$ cat src/rtl/branch_sequencer_if.sv
// Branch sequencer bus: issue-side request, ALU compare handshake and PC-mux outputs.
// master = issue stage + ALU side, slave = branch_sequencer.
interface branch_sequencer_if #(
  parameter int unsigned XLEN  = 32,
  parameter int unsigned CNT_W = 16
);
  logic             br_valid;
  logic             br_ready;
  logic [2:0]       br_funct3;
  logic             br_is_jump;
  logic [XLEN-1:0]  br_pc;
  logic [XLEN-1:0]  br_imm;
  logic             cmp_start;
  logic             cmp_done;
  logic             flag_z;
  logic             flag_n;
  logic             flag_v;
  logic             flag_c;
  logic             pc_redirect;
  logic [XLEN-1:0]  pc_target;
  logic             flush;
  logic             illegal;
  logic             busy;
  logic [CNT_W-1:0] taken_cnt;

  modport master (
    output br_valid, br_funct3, br_is_jump, br_pc, br_imm,
    output cmp_done, flag_z, flag_n, flag_v, flag_c,
    input  br_ready, cmp_start, pc_redirect, pc_target, flush, illegal, busy, taken_cnt
  );

  modport slave (
    input  br_valid, br_funct3, br_is_jump, br_pc, br_imm,
    input  cmp_done, flag_z, flag_n, flag_v, flag_c,
    output br_ready, cmp_start, pc_redirect, pc_target, flush, illegal, busy, taken_cnt
  );
endinterface

$ cat src/rtl/branch_sequencer.sv
// Multi-cycle branch resolution: accept a branch/jump, run an ALU compare, evaluate
// the condition from the returned flags, then redirect the PC and flush younger work.
module branch_sequencer #(
  parameter int unsigned XLEN         = 32,
  parameter int unsigned FLUSH_CYCLES = 2,
  parameter int unsigned CNT_W        = 16
) (
  input  logic               clk,
  input  logic               rst_n,
  branch_sequencer_if.slave  bus
);

  localparam int unsigned FcW = (FLUSH_CYCLES > 1) ? $clog2(FLUSH_CYCLES) : 1;
  localparam logic [FcW-1:0] FcLoad = FcW'((FLUSH_CYCLES > 0) ? FLUSH_CYCLES - 1 : 0);

  typedef enum logic [2:0] {
    StIdle,
    StCompare,
    StWait,
    StRedirect,
    StFlush
  } state_e;

  state_e           r_state;
  state_e           w_state_next;
  logic [2:0]       r_funct3;
  logic [XLEN-1:0]  r_pc_target;
  logic             r_illegal;
  logic [CNT_W-1:0] r_taken_cnt;
  logic [FcW-1:0]   r_flush_cnt;

  logic w_ready;
  logic w_accept;
  logic w_bad_f3;
  logic w_taken;

  // Ready is gated by rst_n so nothing is accepted while reset is held.
  assign w_ready  = (r_state == StIdle) && rst_n;
  assign w_accept = bus.br_valid && w_ready;
  assign w_bad_f3 = !bus.br_is_jump && (bus.br_funct3 inside {3'b010, 3'b011});

  always_comb begin
    w_taken = 1'b0;
    case (r_funct3)
      3'b000:  w_taken = bus.flag_z;
      3'b001:  w_taken = !bus.flag_z;
      3'b100:  w_taken = bus.flag_n ^ bus.flag_v;
      3'b101:  w_taken = !(bus.flag_n ^ bus.flag_v);
      3'b110:  w_taken = !bus.flag_c;
      3'b111:  w_taken = bus.flag_c;
      default: w_taken = 1'b0;
    endcase
  end

  always_comb begin
    w_state_next = r_state;
    case (r_state)
      StIdle: begin
        if (w_accept) begin
          if (bus.br_is_jump)  w_state_next = StRedirect;
          else if (w_bad_f3)   w_state_next = StIdle;
          else                 w_state_next = StCompare;
        end
      end
      StCompare: w_state_next = StWait;
      StWait: begin
        if (bus.cmp_done) w_state_next = w_taken ? StRedirect : StIdle;
      end
      StRedirect: w_state_next = (FLUSH_CYCLES == 0) ? StIdle : StFlush;
      StFlush: begin
        if (r_flush_cnt == '0) w_state_next = StIdle;
      end
      default: w_state_next = StIdle;
    endcase
  end

  always_ff @(posedge clk or negedge rst_n) begin
    if (!rst_n) begin
      r_state     <= StIdle;
      r_funct3    <= '0;
      r_pc_target <= '0;
      r_illegal   <= 1'b0;
      r_taken_cnt <= '0;
      r_flush_cnt <= '0;
    end else begin
      r_state   <= w_state_next;
      r_illegal <= w_accept && w_bad_f3;
      if (w_accept) begin
        r_funct3    <= bus.br_funct3;
        r_pc_target <= bus.br_pc + bus.br_imm;
      end
      if (r_state == StRedirect) begin
        r_taken_cnt <= r_taken_cnt + CNT_W'(1);
        r_flush_cnt <= FcLoad;
      end else if (r_state == StFlush && r_flush_cnt != '0) begin
        r_flush_cnt <= r_flush_cnt - FcW'(1);
      end
    end
  end

  // Pulse outputs decode straight from state so an async reset clears them at once.
  assign bus.br_ready    = w_ready;
  assign bus.cmp_start   = (r_state == StCompare);
  assign bus.pc_redirect = (r_state == StRedirect);
  assign bus.flush       = (r_state == StFlush);
  assign bus.busy        = (r_state != StIdle);
  assign bus.illegal     = r_illegal;
  assign bus.pc_target   = r_pc_target;
  assign bus.taken_cnt   = r_taken_cnt;

endmodule
$ cat src/flat_wrapper.sv
// flat-port wrapper written by rule: the top's interface ports become plain ports
module branch_sequencer_flat 
#(
  parameter int unsigned XLEN         = 32,
  parameter int unsigned FLUSH_CYCLES = 2,
  parameter int unsigned CNT_W        = 16
)
  (clk, rst_n, bus_br_valid, bus_br_funct3, bus_br_is_jump, bus_br_pc, bus_br_imm, bus_cmp_done, bus_flag_z, bus_flag_n, bus_flag_v, bus_flag_c, bus_br_ready, bus_cmp_start, bus_pc_redirect, bus_pc_target, bus_flush, bus_illegal, bus_busy, bus_taken_cnt);
  branch_sequencer_if #(.XLEN(XLEN), .CNT_W(CNT_W)) bus_i ();
  input  logic clk;
  input  logic rst_n;
  input wire logic [$bits(bus_i.br_valid)-1:0] bus_br_valid;
  input wire logic [$bits(bus_i.br_funct3)-1:0] bus_br_funct3;
  input wire logic [$bits(bus_i.br_is_jump)-1:0] bus_br_is_jump;
  input wire logic [$bits(bus_i.br_pc)-1:0] bus_br_pc;
  input wire logic [$bits(bus_i.br_imm)-1:0] bus_br_imm;
  input wire logic [$bits(bus_i.cmp_done)-1:0] bus_cmp_done;
  input wire logic [$bits(bus_i.flag_z)-1:0] bus_flag_z;
  input wire logic [$bits(bus_i.flag_n)-1:0] bus_flag_n;
  input wire logic [$bits(bus_i.flag_v)-1:0] bus_flag_v;
  input wire logic [$bits(bus_i.flag_c)-1:0] bus_flag_c;
  output wire logic [$bits(bus_i.br_ready)-1:0] bus_br_ready;
  output wire logic [$bits(bus_i.cmp_start)-1:0] bus_cmp_start;
  output wire logic [$bits(bus_i.pc_redirect)-1:0] bus_pc_redirect;
  output wire logic [$bits(bus_i.pc_target)-1:0] bus_pc_target;
  output wire logic [$bits(bus_i.flush)-1:0] bus_flush;
  output wire logic [$bits(bus_i.illegal)-1:0] bus_illegal;
  output wire logic [$bits(bus_i.busy)-1:0] bus_busy;
  output wire logic [$bits(bus_i.taken_cnt)-1:0] bus_taken_cnt;
  assign bus_i.br_valid = bus_br_valid;
  assign bus_i.br_funct3 = bus_br_funct3;
  assign bus_i.br_is_jump = bus_br_is_jump;
  assign bus_i.br_pc = bus_br_pc;
  assign bus_i.br_imm = bus_br_imm;
  assign bus_i.cmp_done = bus_cmp_done;
  assign bus_i.flag_z = bus_flag_z;
  assign bus_i.flag_n = bus_flag_n;
  assign bus_i.flag_v = bus_flag_v;
  assign bus_i.flag_c = bus_flag_c;
  assign bus_br_ready = bus_i.br_ready;
  assign bus_cmp_start = bus_i.cmp_start;
  assign bus_pc_redirect = bus_i.pc_redirect;
  assign bus_pc_target = bus_i.pc_target;
  assign bus_flush = bus_i.flush;
  assign bus_illegal = bus_i.illegal;
  assign bus_busy = bus_i.busy;
  assign bus_taken_cnt = bus_i.taken_cnt;
  branch_sequencer #(.XLEN(XLEN), .FLUSH_CYCLES(FLUSH_CYCLES), .CNT_W(CNT_W)) u_core (.clk(clk), .rst_n(rst_n), .bus(bus_i));
endmodule
$ cat config.mk
export PLATFORM = sky130hd
export DESIGN_NAME = branch_sequencer_flat
export DESIGN_NICKNAME = d
export VERILOG_FILES = /design/src/rtl/branch_sequencer_if.sv /design/src/rtl/branch_sequencer.sv /design/src/flat_wrapper.sv
export SDC_FILE = /design/constraint.sdc
export NUM_CORES = 1
export LEC_CHECK = 0
export ABC_AREA = 1
export CORE_AREA = 2 2 106 108
export DETAILED_ROUTE_END_ITERATION = 8
export DIE_AREA = 0 0 108 110
export PLACE_DENSITY = 0.76
export RECOVER_POWER = 25
export SLEW_MARGIN = 20
export SYNTH_ARGS = -nofsm -noshare
export SYNTH_HDL_FRONTEND = slang
export SYNTH_SLANG_ARGS = --single-unit
$ cat constraint.sdc
create_clock -name clk -period 1.6 [get_ports clk]
set_input_delay 0.24 -clock clk [delete_from_list [all_inputs] [get_ports clk]]
set_output_delay 0.24 -clock clk [all_outputs]
set_load 0.005 [all_outputs]
==> reports/qor.csv, run 1 <==
stage,metric,value,unit
layout,post-layout util,74.7,%
timing,hold_ws,389,ps
clock_network,Root Buffer,clkbuf_8,
timing,"Worst Setup Slack, final",-72.4,ps
layout,count of nets after finishing,1069,
route,via/cell ratio,5.01,
timing,Final setup viols,35,
die,Die X,108,microns
die,initial core utilization,44.1,%
synthesis,Yosys cell types,35,
setup_path,reg2reg path depth,8,
global_route,global-route wire length before repair,23600,microns
clock_network,clk slew on worst S/H paths,110,ps
worst_hold_path,Hold/Removal Path Class,in2reg,
timing,"Slew Viols, Final",0,
route,"antenna viol nets, final",0,
synthesis,Area contributors post-synth,"dfrtp_1, nand2_1, inv_1, ha_1, nand3_1",
timing,RSZ-0062 raised after global routing,true,
synthesis,mapped cell area,4710,sq um
synthesis,top cell type's share of synthesized area,29.7,%
setup_path,reg-to-reg startpoint,u_core.r_state[0],
outcome,outcome,"complete, but fails checks",
global_route,vias in the first global route,5193,
route,routed vias,5518,
placed_design,pre-CTS WS,-525,ps
setup_path,WS Path Type,reg2reg,
synthesis,synthesized flop and latch total,56,
synthesis,Synth Warn #,0,
setup_path,CP startpoint kind,register,
die,chip height,110,microns
timing,Slew Limit Headroom,8.46,%
synthesis,ys flop type,dfrtp_1,
clock_network,clock sink count,56,
worst_hold_path,Hold Path Origin,bus_br_imm[0],
die,Cell Rows,38,
timing,Achievable Freq,0.598,GHz
flow_run,max cap viols,0,
worst_hold_path,hold path depth,4,
synthesis,post-synthesis cell count,730,
setup_path,critical-path maximum fanout,7,
timing,final hold viol count,0,
power_and_ir_drop,Leakage,4.22,nW
setup_path,Worst path slowest cell,dfrtp_2,
setup_path,reg2reg setup slack,-70,ps
timing,Worst-Margin Slew,1370,ps
global_route,Total Routing Usage GR,24.5,%
synthesis,Mapped Avg Cell Area,6.46,sq um
clock_network,worst-skew pair later-pin latency,320,ps
global_route,largest net degree at the start of global routing,57,
route,# DRC,0,
timing,Setup Skew,7.94,ps
placed_design,HPWL after detailed placement,10500,microns
setup_path,"CP delay by family, top",buffers and inverters,
setup_path,critical path data required time,1810,ps
clock_network,clock buffer count from CTS,5,
synthesis,Syn Nets,839,
route,1st-pass router iterations,5,
layout,Final Cell Area,7990,sq um
placed_design,IO Port Bufs,129,
route,DRT met1 WL,6640,microns
die,IO Pins,130,
synthesis,Post-synth ARST share,100,%
global_route,grt ovf,0,
synthesis,"EDFF count, synth",0,
timing,period utilisation layout,105,%
setup_path,Max stage delay on crit path,430,ps
layout,Area Growth Syn to Fin,69.6,%
synthesis,"count leader, synth",nand2_1,
route,WL/cell,14.6,microns
clock_network,htree depth,2,
route,met2 routed WL,8200,microns
setup_path,RR Endpoint,u_core.bus.pc_target[8],
route,met3 wire length,845,microns
setup_path,CP Cell Sequence,buf_4 -> inv_4 -> nand3_4 -> nor3b_4 -> inv_4 -> clkbuf_16 -> nand2_1 -> o21ai_1,
clock_network,CTS tree,built,
die,full die area,11900,sq um
placed_design,placed inst area,6590,sq um
setup_path,Critical Path AT,1880,ps
layout,ratio of cells with drive above 1 in the final layout,28.8,%
timing,minimum clock period,1670,ps
setup_path,Worst Setup SP,u_core.r_state[0],
setup_path,Critical Path End Type,register,
synthesis,leading cell types by count after synthesis,"nand2_1, inv_1, dfrtp_1",
layout,antenna cells,0,
die,core area,10700,sq um
setup_path,Worst Path Buf+Inv,4,
worst_hold_path,hold endpoint,u_core.bus.pc_target[0],
placed_design,Final GP Congestion,0.907,
setup_path,crit-path most repeated cell,inv_4,
route,Routed WL,16000,microns
power_and_ir_drop,Power Density,922,nW/um^2
route,top layer in use,met4,
clock_network,clock buffer depth,2,
power_and_ir_drop,VDD IR max,0.650,mV
outcome,violated checks,negative setup slack,
route,initial DRC count,463,
global_route,initial antenna violation count,0,
synthesis,register area share after synthesis,29.7,%
synthesis,"area leader, netlist",dfrtp_1,
-- how the worst max path moves through the flow --
stage                                    end  slack, ps  cells past startpoint
floorplan           u_core.bus.pc_target[29]          8                     11
global placement    u_core.bus.pc_target[27]       -510                     11
detailed placement  u_core.bus.pc_target[20]       -530                     11
CTS                 u_core.bus.taken_cnt[15]        -30                     11
global route        u_core.bus.pc_target[16]       -130                      8
finish               u_core.bus.pc_target[8]        -70                      8
-- cells by family (layout without fill, tap and decap cells) --
logic type,Yosys count,count (layout),share of synthesized area [%]
flops,56,56,29.7
fa+ha+maj,33,33,8.92
compound gates,54,54,6.10
xor+xnor,31,31,5.76
buf+inv,129,360,10.7
simple gates,427,427,38.8
-- placed cells by master (no fill, tap or decap), drive strengths merged, types with 25 or more instances in the layout --
| cell | Yosys | final |
|---|---|---|
| buf | 7 | 98 |
| nand2 | 293 | 293 |
| clkdlybuf4s50 | 0 | 67 |
| dfrtp | 56 | 56 |
| a21oi | 25 | 25 |
| nor2 | 57 | 57 |
| dlygate4sd2 | 0 | 39 |
| inv | 121 | 123 |
| nand3 | 52 | 52 |
| ha | 32 | 32 |
-- state kept, by name, summed over array words and instances (netlist names) --
register / cells
u_core.r_funct3: 3
u_core.bus.pc_target: 32
u_core.bus.taken_cnt: 16
u_core.r_flush_cnt: 1
u_core.r_state: 3
u_core.bus.illegal: 1
-- routing by layer --
| metal | track usage, % | vias to the layer above |
|---|---|---|
| met2 | 43.2 | 189 |
| met4 | 7.14 | 0 |
| met3 | 2.41 | 31 |
| met1 | 32.1 | 2571 |
| li1 | - | 2727 |
| met5 | 0 | - |
-- cell type report --
type,instances,area [sq um]
multi-input combinational,545,3680
fill,763,2700
timing repair buffer,231,2170
sequential,56,1410
inverter,121,459
tap,140,175
clock buffer,5,68.8
clock inverter,3,25.0
-- where the power goes --
part	switching [mW]	internal (mW)	total [mW]
sequential	0.348	1.91	2.26
clock	0.497	0.320	0.817
combinational	2.00	2.29	4.29
-- tightest hold or removal path: cells and delay by family --
family	cells	cell delay, ps
buf+inv	1	200
fa+ha+maj	1	150
simple gates	2	100
-- repair_timing --
item | in CTS | in global routing
endpoints found under the setup margin | 33 | 49
pin swaps | 44 | 31
resized for setup | 142 | 110
hold buffers | 0 | 0
cloned | 0 | 8
buffers inserted | 21 | 16
-- per-stage QoR --
stage | power, mW | instances | setup TNS [ps]
global route | 7.87 | 1101 | -3790
finish | 7.37 | 1101 | -862
global placement | 5.50 | 1048 | -12290
floorplan | 3.77 | 730 | 0
detailed placement | 5.55 | 1048 | -12670
CTS | 6.74 | 1077 | -49.0
No activity file was read; power rests on OpenSTA's default activity.
==> inputs of run 2 (changes only) <==
--- a/config.mk
+++ b/config.mk
@@ -6,9 +6,9 @@
 export NUM_CORES = 1
 export LEC_CHECK = 0
 export ABC_AREA = 1
-export CORE_AREA = 2 2 106 108
+export CORE_AREA = 3 3 107 109
 export DETAILED_ROUTE_END_ITERATION = 8
-export DIE_AREA = 0 0 108 110
+export DIE_AREA = 0 0 110 112
 export PLACE_DENSITY = 0.76
 export RECOVER_POWER = 25
 export SLEW_MARGIN = 20
==> run 2 against run 1 <==
Compared with the run above:
- the flow still finishes with violations (negative setup slack)
- sequential share of layout area increased by 0.42 points
- clock-buffer cell count stayed put
- worst hold slack worse by 120 ps
- total power down 4.0%
- non-clock buffer count is 19 lower
- die area up 3.7%
- fmax increased by 2.5%
- clock power hardly changed
- largest power group unchanged
==> reports/qor.csv, run 2 (synthesis gave the netlist of run 1 again) <==
stage,metric,value,unit
setup_path,critical path data required time,1850,ps
route,# DRC,0,
die,initial core utilization,44.1,%
layout,ratio of cells with drive above 1 in the final layout,27.3,%
setup_path,critical-path maximum fanout,5,
layout,antenna cells,0,
setup_path,CP startpoint kind,register,
layout,max reg flops,32,
power_and_ir_drop,Power Density,907,nW/um^2
clock_network,hold buffers post-CTS,0,
worst_hold_path,hold path depth,4,
global_route,Total Routing Usage GR,22.8,%
setup_path,reg2reg path depth,9,
timing,final hold viol count,0,
power_and_ir_drop,PnR Total Power,7.07,mW
setup_path,reg-to-reg startpoint,u_core.r_state[1],
timing,Final setup viols,3,
route,WL/cell,14.2,microns
die,chip height,112,microns
timing,Worst-Margin Slew,1370,ps
timing,Achievable Freq,0.613,GHz
route,initial DRC count,324,
die,IO Pins,130,
die,Cell Rows,38,
clock_network,CTS tree,built,
layout,Area Growth Syn to Fin,65.4,%
power_and_ir_drop,Reg power frac,32.2,%
placed_design,pre-CTS WS,-593,ps
setup_path,Critical Path AT,1880,ps
setup_path,reg2reg setup slack,-30,ps
global_route,initial antenna violation count,0,
timing,setup TNS,-65.4,ps
placed_design,HPWL after detailed placement,10500,microns
layout,Final Cell Area,7800,sq um
layout,most frequent cells in the layout,"nand2_1, inv_1, buf_4",
die,Die X,110,microns
placed_design,Inst Count DP,1049,
layout,post-layout util,72.9,%
setup_path,Critical Path End Type,register,
global_route,global-route wire length before repair,23000,microns
timing,minimum clock period,1630,ps
clock_network,htree depth,2,
timing,Slew Limit Headroom,8.84,%
timing,period utilisation layout,102,%
timing,"Worst Setup Slack, final",-32.0,ps
timing,"Slew Viols, Final",0,
route,via/cell ratio,4.96,
power_and_ir_drop,VDD IR max,0.652,mV
worst_hold_path,Hold/Removal Path Class,in2reg,
clock_network,clock buffer count from CTS,5,
power_and_ir_drop,clock share of power,11.6,%
clock_network,worst-skew pair later-pin latency,320,ps
timing,RSZ-0062 raised after global routing,true,
power_and_ir_drop,Combinational Power Share,56.2,%
timing,Setup Skew,12.1,ps
placed_design,placed inst area,6600,sq um
global_route,grt ovf,0,
outcome,violated checks,negative setup slack,
route,Routed WL,15400,microns
placed_design,Final GP Congestion,0.930,
worst_hold_path,hold endpoint,u_core.bus.pc_target[0],
layout,Fillers,817,
clock_network,Root Buffer,clkbuf_8,
route,1st-pass router iterations,5,
layout,"commonest non-fill, non-tap cell in the layout",nand2_1,
die,core area,10700,sq um
flow_run,max cap viols,0,
power_and_ir_drop,Leakage,4.16,nW
clock_network,clock sink count,56,
placed_design,IO Port Bufs,129,
clock_network,clock buffer depth,2,
power_and_ir_drop,switching power,2.72,mW
route,routed vias,5366,
die,full die area,12300,sq um
timing,hold_ws,274,ps
power_and_ir_drop,Int Pwr,4.35,mW
global_route,largest net degree at the start of global routing,57,
layout,Non-Filler Instances,1082,
outcome,outcome,"complete, but fails checks",
worst_hold_path,Hold Path Origin,bus_br_pc[0],
route,"antenna viol nets, final",0,
setup_path,RR Endpoint,u_core.bus.taken_cnt[14],
power_and_ir_drop,switch share,38.5,%
global_route,vias in the first global route,5036,
setup_path,WS Path Type,reg2reg,
layout,count of nets after finishing,1050,
clock_network,clk slew on worst S/H paths,110,ps
==> run 2: changes by cell type in the layout (fill, tap and decap cells not counted), sizes merged <==
cell	change
dlymetal6s2s	+10
buf	-19
dlygate4sd2	-10
==> run 2: power groups by stage <==
stage | sequential [mW] | combinational (mW) | clock, mW
after floorplan | 2.26 | 1.51 | 0
after global placement | 2.26 | 3.23 | 0
final | 2.28 | 3.98 | 0.817
after global routing | 2.34 | 4.37 | 0.884
after detailed placement | 2.27 | 3.28 | 0
after CTS | 2.24 | 3.59 | 0.838
==> run 2: cell type report <==
type	count	area [sq um]	share of cell area (%)
multi-input cells	545	3650	46.8
repair buffers	212	2020	25.9
inverters	121	459	5.89
clock inverters	3	25.0	0.321
flip-flops and latches	56	1410	18.0
clock buffers	5	68.8	0.882
well taps	140	175	2.25
==> run 2: metal layers <==
metal / wire, microns / global-route usage (%) / vias to the layer above
li1: - / - / 2689
met2: 7690 / 38.8 / 200
met4: 284 / 5.07 / 0
met1: 6620 / 31.4 / 2453
met5: 0 / 0 / -
met3: 783 / 2.03 / 24
==> run 2: worst max path at each step <==
stage | from | end | cells past startpoint
floorplan | bus_br_imm[2] | u_core.bus.pc_target[29] | 11
global placement | bus_br_imm[18] | u_core.bus.pc_target[27] | 11
detailed placement | bus_br_imm[17] | u_core.bus.pc_target[27] | 11
CTS | u_core.r_state[0] | bus_flush | 2
global route | u_core.r_state[1] | u_core.bus.taken_cnt[14] | 9
finish | u_core.r_state[1] | u_core.bus.taken_cnt[14] | 9
==> run 2: worst max-delay path, stage by stage, from the launching register on <==
cell,delay (ps)
dfrtp_2,440
buf_4,150
nand3_4,80
buf_6,140
nor2_4,130
nand3_4,100
nor2_4,150
nand2_4,80
nor3_4,130
xor2_1,170
==> run 2: what timing repair did <==
| item | CTS | global route |
|---|---|---|
| endpoints found under the setup margin | 32 | 40 |
| gates resized for setup | 135 | 106 |
| gates cloned | 0 | 3 |
| buffers inserted | 10 | 12 |
| pin swaps | 39 | 48 |
==> inputs of run 3 (changes only) <==
--- a/config.mk
+++ b/config.mk
@@ -11,6 +11,7 @@
 export DIE_AREA = 0 0 110 112
 export PLACE_DENSITY = 0.76
 export RECOVER_POWER = 25
+export SKIP_LAST_GASP = 1
 export SLEW_MARGIN = 20
 export SYNTH_ARGS = -nofsm -noshare
 export SYNTH_HDL_FRONTEND = slang
==> run 3 against run 2 <==
Compared with the run above:
- the flow still finishes with violations (negative setup slack)
- clock-buffer cell count unchanged
- fmax up 1.8%
- worst hold slack worse by 2.8 ps
- sequential share of layout area is 0.18 points higher
- clock power hardly changed
- critical endpoint unchanged
==> reports/qor.csv, run 3 (synthesis gave the netlist of run 1 again) <==
stage,metric,value,unit
outcome,outcome,"complete, but fails checks",
outcome,violated checks,negative setup slack,
worst_hold_path,Hold/Removal Path Class,in2reg,
clock_network,clock buffer count from CTS,5,
setup_path,Worst path slowest cell,dfrtp_2,
worst_hold_path,hold endpoint,u_core.bus.pc_target[0],
route,Routed WL,15000,microns
layout,FF/Latch Area,1410,sq um
route,1st-pass router iterations,7,
setup_path,reg-to-reg startpoint,u_core.r_state[1],
setup_path,reg2reg setup slack,-3,ps
placed_design,placed inst area,6600,sq um
global_route,grt ovf,0,
route,initial DRC count,314,
clock_network,clock sink count,56,
die,IO Pins,130,
timing,final hold viol count,0,
route,# DRC,0,
die,chip height,112,microns
timing,Setup Skew,11.6,ps
timing,Final setup viols,1,
layout,"commonest non-fill, non-tap cell in the layout",nand2_1,
timing,minimum clock period,1600,ps
setup_path,Max stage delay on crit path,450,ps
layout,Fillers,838,
timing,"Slew Viols, Final",0,
setup_path,CP Cell Sequence,buf_6 -> nand3_4 -> buf_6 -> nor2_4 -> nand3_4 -> nor2_4 -> nand2_4 -> nor3_4 -> xor2_1,
timing,"Worst Setup Slack, final",-3.49,ps
placed_design,Final GP Congestion,0.930,
die,Cell Rows,38,
placed_design,HPWL after detailed placement,10500,microns
placed_design,Inst Count DP,1049,
setup_path,Critical Path AT,1850,ps
layout,Area Growth Syn to Fin,63.5,%
layout,antenna cells,0,
global_route,vias in the first global route,5039,
clock_network,clock buffer depth,2,
global_route,initial antenna violation count,0,
route,via/cell ratio,4.88,
setup_path,critical-path maximum fanout,5,
clock_network,CTS tree,built,
layout,post-layout util,72.0,%
die,Die X,110,microns
worst_hold_path,hold path depth,4,
clock_network,clk slew on worst S/H paths,110,ps
setup_path,CP startpoint kind,register,
die,core area,10700,sq um
timing,hold_ws,271,ps
clock_network,worst-skew pair later-pin latency,320,ps
power_and_ir_drop,VDD IR max,0.638,mV
timing,period utilisation layout,100,%
route,WL/cell,13.9,microns
power_and_ir_drop,Power Density,903,nW/um^2
layout,count of nets after finishing,1047,
layout,area of the multi-input gates,3570,sq um
timing,Slew Limit Headroom,8.03,%
flow_run,max cap viols,0,
setup_path,WS Path Type,reg2reg,
timing,Worst-Margin Slew,1380,ps
layout,max reg flops,32,
layout,ratio of cells with drive above 1 in the final layout,25.7,%
clock_network,Root Buffer,clkbuf_8,
global_route,largest net degree at the start of global routing,57,
route,routed vias,5267,
clock_network,htree depth,2,
placed_design,IO Port Bufs,129,
global_route,Total Routing Usage GR,22.7,%
setup_path,reg2reg path depth,9,
worst_hold_path,Hold Path Origin,bus_br_pc[0],
die,full die area,12300,sq um
setup_path,RR Endpoint,u_core.bus.taken_cnt[14],
global_route,global-route wire length before repair,22900,microns
timing,Achievable Freq,0.624,GHz
layout,Non-Filler Instances,1079,
clock_network,hold buffers post-CTS,0,
timing,RSZ-0062 raised after global routing,true,
layout,Final Cell Area,7710,sq um
layout,most frequent cells in the layout,"nand2_1, inv_1, buf_4",
power_and_ir_drop,Leakage,4.20,nW
setup_path,Critical Path End Type,register,
route,"antenna viol nets, final",0,
placed_design,pre-CTS WS,-593,ps
setup_path,critical path data required time,1850,ps
die,initial core utilization,44.1,%
run 3: cell count changes in the layout (fill, tap and decap cells not counted), moves of 2 or more:
| cell | change |
|---|---|
| dfrtp_1 | +2 |
| buf_6 | +4 |
| a21oi_2 | -2 |
| nor2_4 | -2 |
| a21oi_1 | +3 |
| nand3_1 | +3 |
| nand2_2 | +2 |
| buf_4 | -6 |
| nand3_2 | -3 |
| dlygate4sd2_1 | -4 |
| dlymetal6s2s_1 | +7 |
| nor2_1 | +2 |
| dfrtp_2 | -2 |
run 3: worst max-delay path, delay by kind of cell, from the launching register on:
family,cells,cell delay [ps]
flops,1,450
simple gates,6,660
buf+inv,2,260
xor+xnor,1,170
run 3: metal layers:
| layer | track usage (%) | part of all wire [%] | vias up |
|---|---|---|---|
| li1 | - | - | 2681 |
| met1 | 31.0 | 44 | 2403 |
| met2 | 38.9 | 50 | 165 |
| met3 | 1.80 | 4.8 | 18 |
| met4 | 4.99 | 1.5 | 0 |
| met5 | 0 | 0 | - |
run 3: power by group:
part | internal (mW) | switching, mW
registers | 1.91 | 0.353
logic | 2.08 | 1.80
clock network | 0.321 | 0.499
run 3: how the worst max path moves through the flow:
| stage | startpoint | to | slack (ps) | cells past startpoint |
|---|---|---|---|---|
| final | u_core.r_state[1] | u_core.bus.taken_cnt[14] | -3 | 9 |
| after global routing | u_core.r_state[2] | u_core.bus.taken_cnt[15] | -80 | 10 |
| after CTS | u_core.r_state[0] | bus_flush | -180 | 2 |
| after detailed placement | bus_br_imm[17] | u_core.bus.pc_target[27] | -590 | 11 |
| after global placement | bus_br_imm[18] | u_core.bus.pc_target[27] | -550 | 11 |
| after floorplan | bus_br_imm[2] | u_core.bus.pc_target[29] | 8 | 11 |
run 3: area by class of cell:
class                      count  share of cell area (%)
inverter                     121                    5.96
clock inverter                 3                   0.325
tap                          140                    2.27
multi-input combinational    545                    46.3
sequential                    56                    18.2
timing repair buffer         209                    26.0
clock buffer                   5                   0.893
run 3: repair_timing:
item                                    CTS  global route
endpoints found under the setup margin   32            37
cloned                                    0             3
pin swaps                                36            49
setup buffers                            10             9
gates resized for setup                 122           100
run 3: metrics by stage:
stage	power [mW]	setup TNS [ps]
6_report	6.96	-3.49
4_1_cts	6.66	-410
5_1_grt	7.48	-491
3_3_place_gp	5.50	-12480
2_1_floorplan	3.77	0
3_5_place_dp	5.56	-12960
